File: config.mk
export PLATFORM = sky130hd
export DESIGN_NAME = extmem_arbiter
export DESIGN_NICKNAME = d
export VERILOG_FILES = /design/src/rtl/mem_pkg.sv /design/src/rtl/rr_arbiter.sv /design/src/rtl/extmem_arbiter.sv
export SDC_FILE = /design/constraint.sdc
export NUM_CORES = 1
export LEC_CHECK = 0
export CAP_MARGIN = 20
export CELL_PAD_IN_SITES_DETAIL_PLACEMENT = 0
export CELL_PAD_IN_SITES_GLOBAL_PLACEMENT = 1
export CORE_AREA = 2 2 204 206
export CTS_CLUSTER_DIAMETER = 100
export DETAILED_ROUTE_END_ITERATION = 6
export DIE_AREA = 0 0 206 208
export HOLD_SLACK_MARGIN = 0.1
export PLACE_DENSITY_LB_ADDON = 0.2
export SETUP_SLACK_MARGIN = 0.05
export SLEW_MARGIN = 40
export SYNTH_ARGS = -nofsm -noshare
export SYNTH_HDL_FRONTEND = slang
export SYNTH_SLANG_ARGS = --single-unit
File: constraint.sdc
create_clock -name clk -period 8.2 [get_ports clk]
set_clock_uncertainty 0.15 [all_clocks]
set_input_delay 1.64 -clock clk [delete_from_list [all_inputs] [get_ports clk]]
set_output_delay 1.64 -clock clk [all_outputs]
set_load 0.02 [all_outputs]
File: src/rtl/mem_pkg.sv
// Shared defaults, external-memory region map and FSM state encoding.
package mem_pkg;

  localparam int unsigned NREQ_DEFAULT       = 4;
  localparam int unsigned ADDR_W_DEFAULT     = 32;
  localparam int unsigned DATA_W_DEFAULT     = 32;
  localparam int unsigned RD_TIMEOUT_DEFAULT = 255;

  // External-memory region base offsets
  localparam logic [31:0] REGION_0 = 32'h0000_0000;  // 0 MiB
  localparam logic [31:0] REGION_1 = 32'h0020_0000;  // 2 MiB
  localparam logic [31:0] REGION_2 = 32'h0040_0000;  // 4 MiB
  localparam logic [31:0] REGION_3 = 32'h0060_0000;  // 6 MiB
  localparam logic [31:0] REGION_4 = 32'h01A0_0000;  // 26 MiB
  localparam logic [31:0] REGION_5 = 32'h02C0_0000;  // 44 MiB

  typedef enum logic [1:0] {
    ST_IDLE    = 2'd0,
    ST_BEAT    = 2'd1,
    ST_WAIT_RD = 2'd2
  } state_e;

endpackage

File: src/rtl/rr_arbiter.sv
// Round-robin winner select: first request at or above the pointer, with wrap.
module rr_arbiter #(
  parameter int unsigned NREQ = 4
) (
  input  logic [NREQ-1:0]                          req_i,
  input  logic [((NREQ > 1) ? $clog2(NREQ) : 1)-1:0] ptr_i,
  output logic [NREQ-1:0]                          win_c_o
);

  localparam int unsigned IDX_W = (NREQ > 1) ? $clog2(NREQ) : 1;

  logic        found;
  int unsigned idx;

  // Scan upward from the pointer, keep only the first hit
  always_comb begin
    win_c_o = '0;
    found   = 1'b0;
    idx     = 0;
    for (int unsigned k = 0; k < NREQ; k++) begin
      idx = (32'(ptr_i) + k) % NREQ;
      if (!found && req_i[IDX_W'(idx)]) begin
        win_c_o[IDX_W'(idx)] = 1'b1;
        found                = 1'b1;
      end
    end
  end

endmodule

File: src/rtl/extmem_arbiter.sv
// Burst arbiter: NREQ requesters share one single-outstanding external memory port.
module extmem_arbiter
  import mem_pkg::*;
#(
  parameter int unsigned NREQ       = NREQ_DEFAULT,
  parameter int unsigned ADDR_W     = ADDR_W_DEFAULT,
  parameter int unsigned DATA_W     = DATA_W_DEFAULT,
  parameter int unsigned RD_TIMEOUT = RD_TIMEOUT_DEFAULT
) (
  input  logic                         clk,
  input  logic                         rst,
  input  logic [NREQ-1:0]              req_i,
  input  logic [NREQ-1:0]              we_i,
  input  logic [NREQ-1:0][ADDR_W-1:0]  addr_i,
  input  logic [NREQ-1:0][7:0]         len_i,
  input  logic [NREQ-1:0][DATA_W-1:0]  wdata_i,
  output logic [NREQ-1:0]              gnt_o,
  output logic [NREQ-1:0]              rvalid_o,
  output logic [DATA_W-1:0]            rdata_o,
  output logic                         request_extmem,
  output logic                         write_extmem,
  output logic [ADDR_W-1:0]            addr_extmem,
  output logic [DATA_W-1:0]            w_data,
  input  logic                         valid_extmem,
  input  logic [DATA_W-1:0]            data_extmem,
  output logic                         busy_o,
  output logic                         err_timeout_o,
  output logic [63:0]                  measure_cnt_busy
);

  localparam int unsigned IDX_W = (NREQ > 1) ? $clog2(NREQ) : 1;
  localparam int unsigned TMO_W = $clog2(RD_TIMEOUT + 1);

  state_e              state_q, state_d;
  logic [IDX_W-1:0]    ptr_q, ptr_d;
  logic [IDX_W-1:0]    owner_q, owner_d;
  logic                we_q, we_d;
  logic [ADDR_W-1:0]   base_q, base_d;
  logic [7:0]          len_q, len_d;
  logic [7:0]          beat_q, beat_d;
  logic [TMO_W-1:0]    tmo_q, tmo_d;
  logic                err_q, err_d;
  logic [NREQ-1:0]     gnt_q, gnt_d;
  logic [NREQ-1:0]     rvalid_q, rvalid_d;
  logic [DATA_W-1:0]   rdata_q, rdata_d;
  logic                req_ext_q, req_ext_d;
  logic                wr_ext_q, wr_ext_d;
  logic [ADDR_W-1:0]   addr_ext_q, addr_ext_d;
  logic [DATA_W-1:0]   wdata_ext_q, wdata_ext_d;
  logic                busy_q, busy_d;
  logic [63:0]         cnt_q, cnt_d;
  logic                burst_end;
  logic [NREQ-1:0]     win_oh;
  logic [IDX_W-1:0]    win_idx;

  rr_arbiter #(.NREQ(NREQ)) u_rr (
    .req_i   (req_i),
    .ptr_i   (ptr_q),
    .win_c_o (win_oh)
  );

  // One-hot winner to index
  always_comb begin
    win_idx = '0;
    for (int unsigned i = 0; i < NREQ; i++) begin
      if (win_oh[i]) win_idx = IDX_W'(i);
    end
  end

  // Next-state, burst bookkeeping and registered-output staging
  always_comb begin
    state_d     = state_q;
    ptr_d       = ptr_q;
    owner_d     = owner_q;
    we_d        = we_q;
    base_d      = base_q;
    len_d       = len_q;
    beat_d      = beat_q;
    tmo_d       = tmo_q;
    err_d       = err_q;
    rvalid_d    = '0;
    rdata_d     = rdata_q;
    burst_end   = 1'b0;
    gnt_d       = '0;
    req_ext_d   = 1'b0;
    wr_ext_d    = 1'b0;
    addr_ext_d  = addr_ext_q;
    wdata_ext_d = wdata_ext_q;

    case (state_q)
      ST_IDLE: begin
        if (|req_i) begin
          state_d = ST_BEAT;
          owner_d = win_idx;
          we_d    = we_i[win_idx];
          base_d  = addr_i[win_idx];
          len_d   = (len_i[win_idx] == 8'd0) ? 8'd1 : len_i[win_idx];
          beat_d  = 8'd0;
        end
      end
      ST_BEAT: begin
        if (we_q) begin
          if (beat_q + 8'd1 == len_q) begin
            state_d   = ST_IDLE;
            burst_end = 1'b1;
          end else begin
            beat_d = beat_q + 8'd1;
          end
        end else begin
          state_d = ST_WAIT_RD;
          beat_d  = beat_q + 8'd1;
          tmo_d   = '0;
        end
      end
      ST_WAIT_RD: begin
        if (valid_extmem) begin
          rvalid_d = NREQ'(1) << owner_q;
          rdata_d  = data_extmem;
          if (beat_q == len_q) begin
            state_d   = ST_IDLE;
            burst_end = 1'b1;
          end else begin
            state_d = ST_BEAT;
          end
        end else if (tmo_q == TMO_W'(RD_TIMEOUT - 1)) begin
          // Abandon the burst: flag it and hand back a zero beat
          rvalid_d  = NREQ'(1) << owner_q;
          rdata_d   = '0;
          err_d     = 1'b1;
          state_d   = ST_IDLE;
          burst_end = 1'b1;
        end else begin
          tmo_d = tmo_q + TMO_W'(1);
        end
      end
      default: state_d = ST_IDLE;
    endcase

    if (burst_end) begin
      ptr_d = (owner_q == IDX_W'(NREQ - 1)) ? '0 : owner_q + IDX_W'(1);
    end

    // Strobe/grant registers are loaded so they are high exactly during BEAT
    if (state_d == ST_BEAT) begin
      gnt_d       = NREQ'(1) << owner_d;
      req_ext_d   = 1'b1;
      wr_ext_d    = we_d;
      addr_ext_d  = base_d + ADDR_W'(beat_d);
      wdata_ext_d = wdata_i[owner_d];
    end

    busy_d = (state_d != ST_IDLE);
    cnt_d  = (busy_q && (cnt_q != '1)) ? cnt_q + 64'd1 : cnt_q;
  end

  // State and output registers
  always_ff @(posedge clk or negedge rst) begin
    if (!rst) begin
      state_q     <= ST_IDLE;
      ptr_q       <= '0;
      owner_q     <= '0;
      we_q        <= 1'b0;
      base_q      <= '0;
      len_q       <= '0;
      beat_q      <= '0;
      tmo_q       <= '0;
      err_q       <= 1'b0;
      gnt_q       <= '0;
      rvalid_q    <= '0;
      rdata_q     <= '0;
      req_ext_q   <= 1'b0;
      wr_ext_q    <= 1'b0;
      addr_ext_q  <= '0;
      wdata_ext_q <= '0;
      busy_q      <= 1'b0;
      cnt_q       <= '0;
    end else begin
      state_q     <= state_d;
      ptr_q       <= ptr_d;
      owner_q     <= owner_d;
      we_q        <= we_d;
      base_q      <= base_d;
      len_q       <= len_d;
      beat_q      <= beat_d;
      tmo_q       <= tmo_d;
      err_q       <= err_d;
      gnt_q       <= gnt_d;
      rvalid_q    <= rvalid_d;
      rdata_q     <= rdata_d;
      req_ext_q   <= req_ext_d;
      wr_ext_q    <= wr_ext_d;
      addr_ext_q  <= addr_ext_d;
      wdata_ext_q <= wdata_ext_d;
      busy_q      <= busy_d;
      cnt_q       <= cnt_d;
    end
  end

  assign gnt_o            = gnt_q;
  assign rvalid_o         = rvalid_q;
  assign rdata_o          = rdata_q;
  assign request_extmem   = req_ext_q;
  assign write_extmem     = wr_ext_q;
  assign addr_extmem      = addr_ext_q;
  assign w_data           = wdata_ext_q;
  assign busy_o           = busy_q;
  assign err_timeout_o    = err_q;
  assign measure_cnt_busy = cnt_q;

endmodule

==> run metrics, run 1 <==
routed len/inst 21.8 um; reg-to-reg endpoint addr_extmem[29]; initial antenna violation count 10; min-delay worst type flop to flop; Min-Delay Endpoint addr_extmem[4]; post-cts resize count 0; final design utilization 47.9%; core area 40600 um2; synth-to-layout area growth 50.6%; TNS Setup 0 ns; port buffer count 502; Synth Net Count 1564; largest family of logic cells by synthesized area simple AND/OR/NAND/NOR gates; FF-to-FF setup slack 2.11 ns; required time of the critical path 8.47 ns; global-route wire length before repair 73200 um; Placed Area 18400 um2; number of routed nets with antenna violations 0; leading post-synthesis cells by cell area dfrtp_1 46%, mux4_2 6.1%, mux2_2 4.9%; clock tree buffer depth 3; clock sinks 235; gpl congestion 0.893; final setup violation count 0; number of I/O pins 503; Setup crit start kind primary input; hpwl dp 37900 um; nets 2051; actual slew at the worst max-slew pin 0.764 ns; die width 206 um; worst r2r src ptr_q[0]; hold path startpoint addr_extmem[4]; peak supply drop 216 uV; Synth top area share 45.6%; CTS Root Cell clkbuf_16; final wirelength 48900 um; starting density of the core 31.8%; CTS Hold Bufs 0; post-synthesis adder-cell area fraction 2.78%; row count 74; max-slew violations 0; Yosys cell types 76; # DRC 0; Synth area leader dfrtp_1; CTS Buf Count 28; async set-reset flop share out of synthesis 100%; global route total overflow 0; mux share of post-synthesis cell area 13.2%; layout cells sized above 1 10.6%; top achievable clock speed 0.156 GHz; type of the worst setup path primary input to flop; Clk Latency, worst-skew pair 0.56 ns; CTS tree yes; Synth Area in Compound Gates 13.1%; Power Dens Cells 393 nW/um2; outcome finished clean; Gate Count Post-Synth 1205; Yosys reg bits 235; RSZ-0062 raised after global routing no; FF-to-FF path depth 21; Hold Crit Depth 2; GRT Total Usage 22.5%; Top FF cell, synth dfrtp_1; fin crit share 78.4%; Starting DRT DRC Count 582; post-CTS setup buffers 0; post-synthesis xor/xnor area fraction 7.20%; DRT Pass-1 Iters 5; design area 19400 um2; Worst Path Max Fanout 11; minimum clock period 6.43 ns; # Max-Cap Violations 0; Post-synth EDFFs 0; CTS H-tree lvls 1; via/cell ratio 5.06; Max-slew headroom 48.8%; Final Hold Fails 0; vias after detailed routing 11400; Simple-Gate Fraction of Synth Area 14.6%; sequential area share after synthesis 45.6%; Post-Syn Area 12900 um2; vias in the first global route 11700; largest net degree at the start of global routing 151; Synth Area per Inst 10.7 um2; die area 42800 um2; hold_ws 0.329 ns; Die Y 208 um; Worst setup EP type flop; Pleak 8.07 nW; Clk pin slew, worst setup/hold paths 0.06 ns; Yosys warning total 0; Critical Path AT 6.70 ns
==> metal layers <==
layer,global-route usage (%),vias to the layer above,wire length (um),share of wire [%]
met5,0,-,32,0.065
li1,-,5349,-,-
met2,37.6,328,23800,49
met4,4.24,6,736,1.5
met1,29.4,5629,20800,42
met3,6.02,50,3540,7.2
==> sequential cells by signal, summed over array words and instances (netlist names), 2 cells and up <==
register,cells
base_q,32
ptr_q,2
measure_cnt_busy,64
owner_q,2
rdata_o,32
state_q,2
rvalid_o,4
gnt_o,4
beat_q,8
w_data,32
len_q,8
tmo_q,8
addr_extmem,32
==> worst max path at each step <==
stage | startpoint | to | slack [ns] | depth (start not counted)
after global routing | req_i[0] | addr_extmem[29] | 1.35 | 19
after detailed placement | req_i[2] | addr_extmem[27] | 1.03 | 19
after floorplan | req_i[1] | addr_extmem[29] | 1.58 | 23
after CTS | req_i[1] | addr_extmem[29] | 1.62 | 19
final | req_i[0] | addr_extmem[29] | 1.77 | 19
after global placement | req_i[1] | addr_extmem[27] | 1.14 | 19
==> worst max-delay path: stages <==
cell and delay (ns):
clkdlybuf4s50_1 0.53, mux4_2 0.60, o311ai_4 0.40, and2_1 0.47, nor2_1 0.09, a211oi_1 0.21
a21oi_1 0.06, o21ai_0 0.37, ha_1 0.24, a21o_1 0.09, a21oi_1 0.09, o21bai_1 0.15
a21oi_1 0.12, o21bai_1 0.19, a31o_2 0.24, nand4_1 0.26, nor4_4 0.60, and4_1 0.27
o31ai_1 0.07
==> report_power, final <==
group | total (mW) | internal, mW | switching, mW
sequential | 1.84 | 1.58 | 0.265
combinational | 4.52 | 2.01 | 2.51
clock | 1.28 | 0.771 | 0.504
total | 7.64 | 4.36 | 3.28
==> layout by cell type (no fill, tap or decap), types with 4 or more instances in the layout <==
cell,synthesis,layout
ha_1,27,27
clkdlybuf4s50_1,0,501
nor3_1,14,14
buf_4,4,16
mux2i_1,28,28
clkbuf_1,44,8
a22o_1,32,32
nor2_1,55,54
and3_1,33,33
xnor2_1,70,70
clkinv_2,0,4
dfrtp_1,235,235
a21o_1,6,5
mux2_2,56,56
nand4_1,27,27
and4_1,7,7
nand3_1,28,28
a211oi_1,22,22
mux4_2,35,35
clkbuf_16,0,29
a221o_1,15,15
nor4_1,9,7
nor2b_1,6,5
nand2b_1,7,6
o31ai_1,6,6
o21bai_1,4,4
nand2_1,163,162
or3_1,6,6
xor2_1,36,36
nor3b_1,6,6
a31oi_1,7,7
a21oi_1,43,43
o221ai_1,5,5
inv_1,30,30
o21ai_0,64,64
clkbuf_8,0,4
==> cell usage after synthesis (3+ instances only) <==
cell       number
a211oi_1       22
a21o_1          6
a21oi_1        43
a221o_1        15
a22o_1         32
a2bb2oi_1       3
a31oi_1         7
and2_1          3
and3_1         33
and4_1          7
buf_1           4
buf_2           5
buf_4           4
buf_6           5
clkbuf_1       44
dfrtp_1       235
ha_1           27
inv_1          30
mux2_2         56
mux2i_1        28
mux4_2         35
nand2_1       163
nand2b_1        7
nand3_1        28
nand4_1        27
nand4_2         3
nor2_1         55
nor2b_1         6
nor3_1         14
nor3b_1         6
nor4_1          9
o211ai_1        3
o21a_1          3
o21ai_0        64
o21bai_1        4
o221ai_1        5
o31ai_1         6
o31ai_2         3
or3_1           6
xnor2_1        70
xor2_1         36
==> layout make-up <==
type	instances	area, um2
fillers	3768	21100
well taps	532	666
repair buffers	521	5210
clock buffers	41	811
inverters	32	120
clock inverters	7	110
multi-input cells	874	6610
flip-flops and latches	235	5880
diodes	3	7.51
==> metrics by stage <==
stage	total power, mW	instances	setup slack (ns)
CTS	7.71	2241	1.62
global placement	6.34	2191	1.14
global route	8.15	2244	1.35
finish	7.64	2245	1.77
floorplan	4.80	1205	1.58
detailed placement	6.40	2193	1.03
==> kinds of logic (layout without fill, tap and decap cells) <==
group                    Yosys count  count (layout)
other                              0               3
XOR/XNOR                         106             106
AO/OA/AOI/OAI                    240             240
AND/OR/NAND/NOR                  381             381
flip-flops                       235             235
multiplexers                     119             119
buffers and inverters             96             601
adder cells (fa/ha/maj)           28              28
No activity file was read; power rests on OpenSTA's default activity.
==> inputs of run 2 (changes only) <==
--- a/config.mk
+++ b/config.mk
@@ -8,10 +8,10 @@
 export CAP_MARGIN = 20
 export CELL_PAD_IN_SITES_DETAIL_PLACEMENT = 0
 export CELL_PAD_IN_SITES_GLOBAL_PLACEMENT = 1
-export CORE_AREA = 2 2 204 206
+export CORE_AREA = 2 2 211 213
 export CTS_CLUSTER_DIAMETER = 100
 export DETAILED_ROUTE_END_ITERATION = 6
-export DIE_AREA = 0 0 206 208
+export DIE_AREA = 0 0 213 215
 export HOLD_SLACK_MARGIN = 0.1
 export PLACE_DENSITY_LB_ADDON = 0.2
 export SETUP_SLACK_MARGIN = 0.05
==> constraint.sdc (replaced) <==
create_clock -name clk -period 5.2 [get_ports clk]
set_clock_uncertainty 0.15 [all_clocks]
set_input_delay 1.04 -clock clk [delete_from_list [all_inputs] [get_ports clk]]
set_output_delay 1.04 -clock clk [all_outputs]
set_load 0.02 [all_outputs]
==> run metrics, run 2 (synthesis gave the netlist of run 1 again) <==
Switching Fraction 41.5% (-1.5 points); setup ws final 0.346 ns (-1.42 ns); CP Capture Point addr_extmem[26]; DRT Pass-1 Iters 5 (unchanged); hold_ws 0.233 ns (-0.0955 ns); CP peak stage delay 0.36 ns (-0.24 ns); initial antenna violation count 10 (unchanged); vias in the first global route 12100 (+3.2%); final wirelength 49800 um (+1.8%); # Max-Cap Violations 0 (unchanged); most common cell after layout, fill and taps aside clkdlybuf4s50_1; port buffer count 502 (unchanged); crit path cell chain inv_2 > ha_4 > mux2_2 > and3_4 > o311ai_4 > and2_4 > buf_12 > nor2_1 > a211oi_1 > a21oi_1 > o21ai_1 > ha_2 > fa_2 > a21o_1 > a21oi_2 > o21bai_1 > a21oi_2 > o21bai_1 > a21o_1 > nand4_4 > nor4_4 > buf_2 > and3_1 > o31ai_2; CTS Hold Bufs 0 (unchanged); sw power 5.41 mW (+65%); Clk pin slew, worst setup/hold paths 0.06 ns (about the same); final design utilization 46.7% (-1.2 points); global-route wire length before repair 73500 um (+0.47%); nets 2136 (+4.1%); row count 77 (+4.1%); Comb pwr share 61.7% (+2.5 points); TNS Setup 0 ns (unchanged); clock tree buffer depth 3 (unchanged); CTS H-tree lvls 1 (unchanged); die width 213 um (+3.4%); Levels on crit path 24 (+5); fin cells 2393 (+6.6%); die area 45800 um2 (+6.9%); Die Y 215 um (+3.4%); number of I/O pins 503 (unchanged); clock sinks 235 (unchanged); CP delay by family, top compound AO/OA/AOI/OAI gates; # DRC 0 (unchanged); minimum clock period 4.85 ns; min-delay worst type primary input to asynchronous set/reset pin; core area 43600 um2 (+7.6%); max-slew violations 0 (unchanged); Clk Latency, worst-skew pair 0.56 ns (about the same); starting density of the core 29.5% (-2.3 points); cell count after placement 2329 (+6.2%); actual slew at the worst max-slew pin 0.805 ns (+0.0406 ns); hpwl dp 39100 um (+3.3%); vias after detailed routing 11600 (+2.1%); largest net degree at the start of global routing 102 (-32%); Final Hold Fails 0 (unchanged); power share of the sequential group 22.1% (-2.0 points); type of the worst setup path flop to flop; final setup violation count 0 (unchanged); required time of the critical path 5.50 ns (-2.97 ns); top achievable clock speed 0.206 GHz; global route total overflow 0 (unchanged); P_int 7.62 mW (+75%); RSZ-0062 raised after global routing no; Critical Path Source ptr_q[0]; via/cell ratio 4.85 (-4.2%); Starting DRT DRC Count 657 (+13%); Worst Path Max Fanout 7 (-4); Largest register FFs 64 (unchanged); routed len/inst 20.8 um (-4.5%); Critical Path AT 5.15 ns (-1.55 ns); Worst setup EP type flop; fin crit share 93.4%; Critical Path Slowest Stage Cell mux2_2; Pleak 8.60 nW (+6.6%); layout cells sized above 1 16.1% (+5.5 points); outcome finished clean; peak supply drop 302 uV (+40%); number of routed nets with antenna violations 0 (unchanged); CTS Root Cell clkbuf_16; FF-to-FF setup slack 0.35 ns (-1.76 ns); synth-to-layout area growth 58.1%; Crit path buffers/inverters 3 (+2); Power Dens Cells 639 nW/um2 (+62%); gpl congestion 0.895 (+0.27%); worst r2r src ptr_q[0]; CTS Buf Count 29 (+3.6%); FF-to-FF path depth 24 (+14%); Place WS -0.543 ns (-1.57 ns); Setup crit start kind flop; GRT Total Usage 21.2% (-1.3 points); CTS tree yes; reg-to-reg endpoint addr_extmem[26]; Clock power frac 16.2% (-0.5 points); commonest non-fill, non-tap cells in the layout 497 x clkdlybuf4s50_1, 235 x dfrtp_1, 162 x nand2_1, 89 x buf_4, 70 x xnor2_1; Max-slew headroom 45.9% (-3.0 points)
run 2: cell types whose count changed in the layout (fill, tap and decap cells not counted), sizes merged:
cell,previous run,this run
dlymetal6s2s,0,4
clkbuf,41,44
buf,20,104
clkinv,6,7
clkdlybuf4s50,501,497
run 2: area by class of cell:
cell class	count	area [um2]
fill	4150	23300
multi-input combinational	874	6690
timing repair buffer	605	5960
sequential	235	5880
clock buffer	44	872
tap	592	741
inverter	32	120
clock inverter	8	115
antenna	3	7.51
run 2: how the worst min path moves through the flow:
stage	start	to	slack (ns)	depth (start not counted)
2_1_floorplan	base_q[31]	base_q[31]	0.31	2
3_3_place_gp	err_timeout_o	err_timeout_o	0.30	2
3_5_place_dp	err_timeout_o	err_timeout_o	0.31	2
4_1_cts	err_timeout_o	err_timeout_o	0.33	2
5_1_grt	rst	measure_cnt_busy[7]	0.25	1
6_report	rst	measure_cnt_busy[7]	0.23	1
run 2: routing by layer:
metal  GRT usage, %  up-vias  share of wire, %
li1               -     5522                 -
met1           25.9     5634                41
met2           36.1      354                48
met3           6.52       78               7.9
met4           5.76       10               2.6
met5              0        -              0.13
run 2: stage by stage:
stage | area (um2) | power [mW]
6_report | 20400 | 13.0
5_1_grt | 20400 | 13.9
4_1_cts | 20200 | 13.1
3_5_place_dp | 19200 | 10.9
3_3_place_gp | 19200 | 10.8
2_1_floorplan | 13000 | 7.70
run 2: what timing repair did:
action                                 CTS  global route
setup endpoints to repair                0            22
buffers inserted                         0             6
resized for setup                        0            25
endpoints found under the hold margin    0             0
run 2: power groups by stage:
stage / sequential (mW) / combinational, mW / clock [mW]
4_1_cts: 2.88 / 8.04 / 2.17
2_1_floorplan: 3.30 / 4.39 / 0
3_5_place_dp: 2.89 / 8.01 / 0
6_report: 2.88 / 8.04 / 2.11
3_3_place_gp: 2.88 / 7.96 / 0
5_1_grt: 2.95 / 8.69 / 2.23
